==> src/rtl/booth_pkg.sv <==
// rtl/booth_pkg.sv - shared state encodings, counter width default and Booth pair codes
package booth_pkg;

  typedef enum logic [1:0] {
    IDLE = 2'd0,
    ITER = 2'd1,
    DONE = 2'd2
  } state_t;

  localparam int CNT_W_DEF = 4;

  // {Q[0], Qm1} pairs that modify the accumulator
  localparam logic [1:0] BOOTH_ADD = 2'b01;
  localparam logic [1:0] BOOTH_SUB = 2'b10;

endpackage

==> src/rtl/booth_step.sv <==
// rtl/booth_step.sv - one radix-2 Booth step: add/sub M into A, then arithmetic shift {A,Q,Qm1}
module booth_step
  import booth_pkg::*;
#(
  parameter int WIDTH = 8
) (
  input  logic [WIDTH:0]   a_i,
  input  logic [WIDTH-1:0] q_i,
  input  logic             qm1_i,
  input  logic [WIDTH:0]   m_i,
  output logic [WIDTH:0]   a_o,
  output logic [WIDTH-1:0] q_o,
  output logic             qm1_o
);

  logic [WIDTH:0] sum;

  always_comb begin
    sum = a_i;
    case ({q_i[0], qm1_i})
      BOOTH_ADD: sum = a_i + m_i;
      BOOTH_SUB: sum = a_i - m_i;
      default:   sum = a_i;
    endcase
  end

  // A is one bit wider than the operands, so its MSB is a true sign bit for the shift
  assign a_o   = {sum[WIDTH], sum[WIDTH:1]};
  assign q_o   = {sum[0], q_i[WIDTH-1:1]};
  assign qm1_o = q_i[0];

endmodule

==> src/rtl/booth_seq_ctrl.sv <==
// rtl/booth_seq_ctrl.sv - sequential Booth multiplier sequencer driving an external down-counter
// Optional feature: BOOTH_ZERO_SKIP_EN (zero operand completes without iterating)
module booth_seq_ctrl
  import booth_pkg::*;
#(
  parameter int WIDTH = 8,
  parameter int CNT_W = CNT_W_DEF
) (
  input  logic               clk,
  input  logic               reset,
  input  logic               start,
  input  logic [WIDTH-1:0]   multiplicand,
  input  logic [WIDTH-1:0]   multiplier,
  output logic               busy,
  output logic               done,
  output logic [2*WIDTH-1:0] product,
  output logic               cnt_ld,
  output logic [CNT_W-1:0]   cnt_init,
  output logic               cnt_dec,
  input  logic [CNT_W-1:0]   cnt_val
);

  state_t state_q, state_d;

  logic [WIDTH:0]       a_q, a_d;
  logic [WIDTH-1:0]     q_q, q_d;
  logic                 qm1_q, qm1_d;
  logic [WIDTH:0]       m_q, m_d;
  logic [2*WIDTH-1:0]   product_q, product_d;

  logic [WIDTH:0]       step_a;
  logic [WIDTH-1:0]     step_q;
  logic                 step_qm1;
  logic                 zero_ops;
  logic                 cnt_last;
  logic                 cnt_empty;

`ifdef BOOTH_ZERO_SKIP_EN
  assign zero_ops = (multiplicand == '0) || (multiplier == '0);
`else
  assign zero_ops = 1'b0;
`endif

  assign cnt_last  = (cnt_val == CNT_W'(1));
  assign cnt_empty = (cnt_val == '0);
  assign cnt_init  = CNT_W'(WIDTH);

  booth_step #(
    .WIDTH (WIDTH)
  ) u_step (
    .a_i   (a_q),
    .q_i   (q_q),
    .qm1_i (qm1_q),
    .m_i   (m_q),
    .a_o   (step_a),
    .q_o   (step_q),
    .qm1_o (step_qm1)
  );

  always_ff @(posedge clk or posedge reset) begin
    if (reset) begin
      state_q <= IDLE;
    end else begin
      state_q <= state_d;
    end
  end

  always_comb begin
    state_d = state_q;
    case (state_q)
      IDLE: begin
        if (start) begin
          state_d = zero_ops ? DONE : ITER;
        end
      end
      ITER: begin
        if (cnt_last || cnt_empty) begin
          state_d = DONE;
        end
      end
      DONE:    state_d = IDLE;
      default: state_d = IDLE;
    endcase
  end

  always_comb begin
    busy    = (state_q != IDLE);
    done    = (state_q == DONE);
    cnt_ld  = (state_q == IDLE) && start && !zero_ops;
    cnt_dec = (state_q == ITER);
  end

  always_comb begin
    a_d       = a_q;
    q_d       = q_q;
    qm1_d     = qm1_q;
    m_d       = m_q;
    product_d = product_q;
    case (state_q)
      IDLE: begin
        if (start) begin
          m_d   = {multiplicand[WIDTH-1], multiplicand};
          q_d   = multiplier;
          a_d   = '0;
          qm1_d = 1'b0;
          if (zero_ops) begin
            product_d = '0;
          end
        end
      end
      ITER: begin
        // an unloaded counter aborts with whatever partial result is present
        if (cnt_empty) begin
          product_d = {a_q[WIDTH-1:0], q_q};
        end else begin
          a_d   = step_a;
          q_d   = step_q;
          qm1_d = step_qm1;
          if (cnt_last) begin
            product_d = {step_a[WIDTH-1:0], step_q};
          end
        end
      end
      default: ;
    endcase
  end

  always_ff @(posedge clk or posedge reset) begin
    if (reset) begin
      a_q       <= '0;
      q_q       <= '0;
      qm1_q     <= 1'b0;
      m_q       <= '0;
      product_q <= '0;
    end else begin
      a_q       <= a_d;
      q_q       <= q_d;
      qm1_q     <= qm1_d;
      m_q       <= m_d;
      product_q <= product_d;
    end
  end

  assign product = product_q;

endmodule

==> config.mk <==
export PLATFORM = sky130hd
export DESIGN_NAME = booth_seq_ctrl
export DESIGN_NICKNAME = d
export VERILOG_FILES = /design/src/rtl/booth_pkg.sv /design/src/rtl/booth_step.sv /design/src/rtl/booth_seq_ctrl.sv
export SDC_FILE = /design/constraint.sdc
export NUM_CORES = 1
export LEC_CHECK = 0
export BUFFER_PORTS_ARGS = -buffer_cell sky130_fd_sc_hd__buf_2
export CAP_MARGIN = 20
export CORE_UTILIZATION = 40
export CTS_CLUSTER_SIZE = 40
export DETAILED_ROUTE_END_ITERATION = 10
export GPL_TIMING_DRIVEN = 1
export HOLD_SLACK_MARGIN = 0.06
export PLACE_DENSITY = 0.72
export SYNTH_ARGS = -nofsm -noshare
export SYNTH_HDL_FRONTEND = slang
export SYNTH_SLANG_ARGS = --single-unit
==> constraint.sdc <==
create_clock -name clk -period 2.65 [get_ports clk]
set_input_delay 0.1325 -clock clk [delete_from_list [all_inputs] [get_ports clk]]
set_output_delay 0.1325 -clock clk [all_outputs]
set_load 0.05 [all_outputs]
==> results of run 1 <==
-- path summary, 6_finish.rpt --
check	slack, ns	endpoint	startpoint	cells after the start
setup / recovery	0.1	product[13]	m_q[0]	9
max in group asynchronous	1.74	m_q[3]	reset	4
min in group asynchronous	0.52	product[1]	reset	4
setup reg to reg	0.1	product[13]	m_q[0]	9
hold / removal	0.08	q_q[2]	multiplier[2]	3
hold reg to reg	0.48	product[6]	product[6]	2
-- worst max-delay path, stage by stage, from the launching register on --
cell and delay [ns]:
dfrtp_1 0.42, inv_1 0.07, ha_1 0.29, mux2_2 0.29, fa_1 0.42, nand2b_1 0.23
a211oi_2 0.24, o21ai_0 0.11, a31oi_1 0.27, o31ai_1 0.10
-- logic make-up after synthesis --
| logic type | count (synthesis) | share of synthesized area [%] |
|---|---|---|
| xor+xnor | 9 | 3.041 |
| mux | 11 | 4.392 |
| other cells | 2 | 0.2897 |
| flops | 43 | 41.51 |
| compound gates | 77 | 18.58 |
| fa+ha+maj | 11 | 5.598 |
| simple gates | 113 | 20.27 |
| buf+inv | 35 | 6.323 |
-- registers in the layout (all words and copies together) (netlist names) --
register,count
m_q,8
qm1_q,1
q_q,8
state_q,2
product,16
a_q,8
-- placed cells by master (no fill, tap or decap), types with 4 or more instances in the layout --
cell type | synthesis | final
nor2_1 | 23 | 22
ha_1 | 10 | 8
a31oi_1 | 12 | 12
inv_1 | 14 | 14
xnor2_1 | 6 | 6
o21ai_1 | 4 | 4
a21oi_1 | 11 | 11
nand3_1 | 11 | 11
dlygate4sd3_1 | 0 | 9
a21o_1 | 6 | 6
buf_2 | 3 | 42
o21ai_0 | 25 | 25
conb_1 | 2 | 4
dfrtp_1 | 43 | 42
mux2i_1 | 8 | 8
clkbuf_8 | 0 | 5
buf_4 | 5 | 5
nand2_1 | 54 | 54
-- layout make-up --
type	count	area (um^2)	share of cell area, %
repair buffers	57	349.1	11.31
inverters	18	70.07	2.270
flip-flops and latches	43	1077	34.90
clock buffers	5	68.82	2.229
clock inverters	3	23.77	0.7702
multi-input cells	225	1404	45.48
well taps	75	93.84	3.040
-- layer usage --
layer  global-route usage, %  routed length [um]
met1                   25.24                2834
met3                   3.626                 183
met2                   28.51                2590
met4                   4.828                  50
met5                       0                   0
-- per-stage QoR --
stage | setup slack (ns) | cell area (um^2) | utilization [%]
6_report | 0.09671 | 3087 | 50.64
5_1_grt | -0.0005878 | 3087 | 50.64
4_1_cts | 0.05638 | 3023 | 49.59
3_5_place_dp | 0.08193 | 2840 | 46.59
3_3_place_gp | 0.09247 | 2840 | 46.59
2_1_floorplan | 0.2055 | 2600 | -
-- repair_timing --
item | CTS | global route
endpoints found under the hold margin | 51 | 0
resized for setup | 0 | 11
endpoints found under the setup margin | 0 | 6
hold buffers | 9 | 0
setup buffers | 0 | 2
==> results.toml, run 1 <==
[outcome]
outcome = "finished, final reports clean"

[timing]
worst_slew_pin_slew_ns = 0.5603
max_freq_mhz = 391.7
fin_skew_ns = 0.01045
hold_viol = 0
holdWs_ns = 0.07890
fin_crit_ns = 2.553
slew_viol_final = 0
min_period_over_period_pct = 96.35
slew_headroom_pct = 62.56
tns_ns = 0
final-setup-viol-count = 0

[routing]
drc_errors = 0
viasPerCell = 5.254
drt-total-wl_mm = 5.657
postRouteAntennaNets = 0
wire_per_inst_um = 13.28
dr.pass1.iters = 4
vias = 2238
drt-initial-drc-count = 104

[placed_design]
port_buffers = 42
gp_congestion = 0.7900
hpwl_mm = 4.022
dp_cells = 407

[synth]
syn_area_per_cell_um2 = 8.613
ys_top_cells_by_count = "nand2_1 (54), dfrtp_1 (43), o21ai_0 (25)"
async_flop_share_pct = 100.0
synth_edf_count = 0
seq_area_frac_synth_pct = 41.51
synth.area.top_cells = "dfrtp_1 (42%), nand2_1 (7.8%), ha_1 (4.8%)"
ys_seq_elements = 43
synth.most_common_cell = "nand2_1"
synthCells = 301
yosysWarnings = 0
syn_area_mm2 = 0.002592
synth_top_area_share_pct = 41.51
ys_types = 51
ys.flop_type = "dfrtp_1"
yosysTopAreaCell = "dfrtp_1"

[clock_tree]
cts_buffers = 5
clkSinkCount = 43
cts_buffer_depth = 2
clk_transition_reported_paths_ns = 0.09
cts_tree = "done"
clkLatencyLatePin_ns = 0.30
cts_root_buffer = "clkbuf_8"
htreeDepth = 2

[min_path]
hold_path_class = "primary input to register"

[global_route]
grt_use_total_pct = 18.09
grt_max_degree = 44
grt_pass1_vias = 2007
overflow = 0
grt_pass1_wl_mm = 9.390
antenna_found_initial = 0

[run]
maxCapViolCount = 0

[floorplanning]
coreArea_mm2 = 0.006096
start_util_pct = 42.53
rows = 28
die_area_mm2 = 0.006807
die_w_um = 82.51
design.portCount = 47
die_h_um = 82.51

[finish]
layout-drive-gt1-share_pct = 22.79
n_antenna_cell = 0
syn_to_final_growth_pct = 19.06
fillers = 595
finalNonFillerCells = 426
fin_nets = 384

[setup_path]
worstSetupPathType = "register to register"
path_max_fanout = 3
critPathRequiredTime_ns = 2.83
end_kind = "register"
cp-start-kind = "register"
crit_arrival_ns = 2.74
Power of run 1 is not shown: default switching activity piles up to over one toggle a cycle in this logic, so the estimate is an artifact.
==> run 2, diff against run 1 <==
--- a/config.mk
+++ b/config.mk
@@ -7,12 +7,15 @@
 export LEC_CHECK = 0
 export BUFFER_PORTS_ARGS = -buffer_cell sky130_fd_sc_hd__buf_2
 export CAP_MARGIN = 20
+export CELL_PAD_IN_SITES_DETAIL_PLACEMENT = 0
+export CELL_PAD_IN_SITES_GLOBAL_PLACEMENT = 1
 export CORE_UTILIZATION = 40
 export CTS_CLUSTER_SIZE = 40
 export DETAILED_ROUTE_END_ITERATION = 10
 export GPL_TIMING_DRIVEN = 1
 export HOLD_SLACK_MARGIN = 0.06
-export PLACE_DENSITY = 0.72
+export PLACE_DENSITY = 0.88
+export SKIP_LAST_GASP = 1
 export SYNTH_ARGS = -nofsm -noshare
 export SYNTH_HDL_FRONTEND = slang
 export SYNTH_SLANG_ARGS = --single-unit
==> results.toml, run 2 (same netlist as run 1, synthesis figures left out) <==
[clock_tree]
cts_buffer_depth = 2
htreeDepth = 2
clkLatencyLatePin_ns = 0.31
cts_buffers = 5
clk_transition_reported_paths_ns = 0.10
cts_root_buffer = "clkbuf_8"
cts_tree = "done"
clkSinkCount = 43

[timing]
fin_skew_ns = 0.007447
slew_viol_final = 0
holdWs_ns = 0.06873
final-setup-viol-count = 0
fin_crit_ns = 2.522
hold_viol = 0
max_freq_mhz = 396.6
min_period_over_period_pct = 95.15

[routing]
drc_errors = 0
drt-initial-drc-count = 107
viasPerCell = 5.301
dr.pass1.iters = 4
vias = 2269
wire_per_inst_um = 14.04
drt-total-wl_mm = 6.009
postRouteAntennaNets = 0

[setup_path]
rrSetupSlack_ns = 0.13
crit_family = "simple AND/OR/NAND/NOR gates"
worstRegToRegCells = 11
crit_arrival_ns = 2.77
slowest_stage = "or4_1"
max_stage_delay_ns = 0.53
worstSetupPathType = "register to register"
cp_common_cell = "a21oi_2"
reg2reg_to = "a_q[6]"
critPathRequiredTime_ns = 2.90
path_max_fanout = 7
r2r-start = "qm1_q"
end_kind = "register"
cp-start-kind = "register"
crit_chain = "inv_1 > ha_2 > buf_4 > nor2_1 > xnor2_1 > ha_1 > a21o_1 > a21oi_2 > a21oi_2 > or4_1 > nand3_1"
critPathBufInv = 2

[floorplanning]
start_util_pct = 42.53
rows = 28
coreArea_mm2 = 0.006096
design.portCount = 47
die_area_mm2 = 0.006807
die_w_um = 82.51
die_h_um = 82.51

[placed_design]
placed_cell_area_mm2 = 0.002868
hpwl_mm = 4.275
gp_congestion = 0.8367
port_buffers = 42

[global_route]
grt_pass1_vias = 2010
grt_pass1_wl_mm = 9.618
grt_max_degree = 29
grt_use_total_pct = 18.98
overflow = 0
antenna_found_initial = 0

[min_path]
hold_path_class = "primary input to register"
hold_end = "q_q[2]"
holdPathStages = 3
min_from = "multiplier[2]"

[finish]
layout_common_cells = "nand2_1 (54), dfrtp_1 (42), buf_2 (42)"
largest_reg_flops = 16
final_core_util_pct = 51.46
layout-drive-gt1-share_pct = 24.08
syn_to_final_growth_pct = 20.99
layout_commonest_cell = "nand2_1"
finalInstanceArea_mm2 = 0.003137
fin_nets = 386
n_antenna_cell = 0

[outcome]
outcome = "finished, final reports clean"

[run]
maxCapViolCount = 0
==> run 2: cell count changes in the layout (fill, tap and decap cells not counted), moves of 2 or more <==
cell | before | now
a21oi_2 | 2 | 4
buf_4 | 5 | 7
a21oi_1 | 11 | 9
o21ai_0 | 25 | 23
o21ai_1 | 4 | 6
==> run 2: timing repair <==
action                                  4_1_cts  5_1_grt
gates resized for setup                       0       15
buffers inserted                              0        3
hold endpoints to repair                     17        0
endpoints found under the setup margin        0        9
hold buffers                                  9        0
==> run 2: area by class of cell <==
cell class / instances / area (um^2)
repair buffers: 59 / 380.4
flip-flops and latches: 43 / 1077
fillers: 601 / 2959
well taps: 75 / 93.84
clock buffers: 5 / 68.82
inverters: 18 / 70.07
clock inverters: 3 / 23.77
multi-input cells: 225 / 1423
==> run 2: worst max path at each step <==
stage	from	end	slack, ns	cells past startpoint
after floorplan	qm1_q	a_q[6]	0.21	11
after global placement	m_q[0]	product[13]	0.07	9
after detailed placement	m_q[0]	a_q[6]	0.05	10
after CTS	m_q[0]	a_q[7]	0.02	9
after global routing	m_q[0]	product[13]	-0.008	9
final	qm1_q	a_q[6]	0.13	11
==> run 2: tightest hold or removal path: cells and delay by family <==
kind	cells	cell delay (ns)
simple gates	1	0.05
buf+inv	1	0.09
compound gates	1	0.07
==> run 2: stage by stage <==
| stage | setup TNS (ns) | worst slack (ns) | instances |
|---|---|---|---|
| 3_5_place_dp | 0 | 0.04559 | 408 |
| 5_1_grt | -0.007814 | -0.007814 | 428 |
| 4_1_cts | 0 | 0.02336 | 425 |
| 3_3_place_gp | 0 | 0.07303 | 407 |
| 2_1_floorplan | 0 | 0.2055 | 303 |
| 6_report | 0 | 0.1285 | 428 |
==> run 2: metal layers <==
| layer | wire (um) | vias to the layer above | track usage, % | share of wire [%] |
|---|---|---|---|---|
| met3 | 288 | 7 | 4.066 | 4.8 |
| met5 | 0 | - | 0 | 0 |
| met1 | 2793 | 1072 | 25.60 | 46 |
| met2 | 2848 | 51 | 30.33 | 47 |
| li1 | - | 1139 | - | - |
| met4 | 79 | 0 | 6.034 | 1.3 |
Power of run 2 is left out for the same reason.
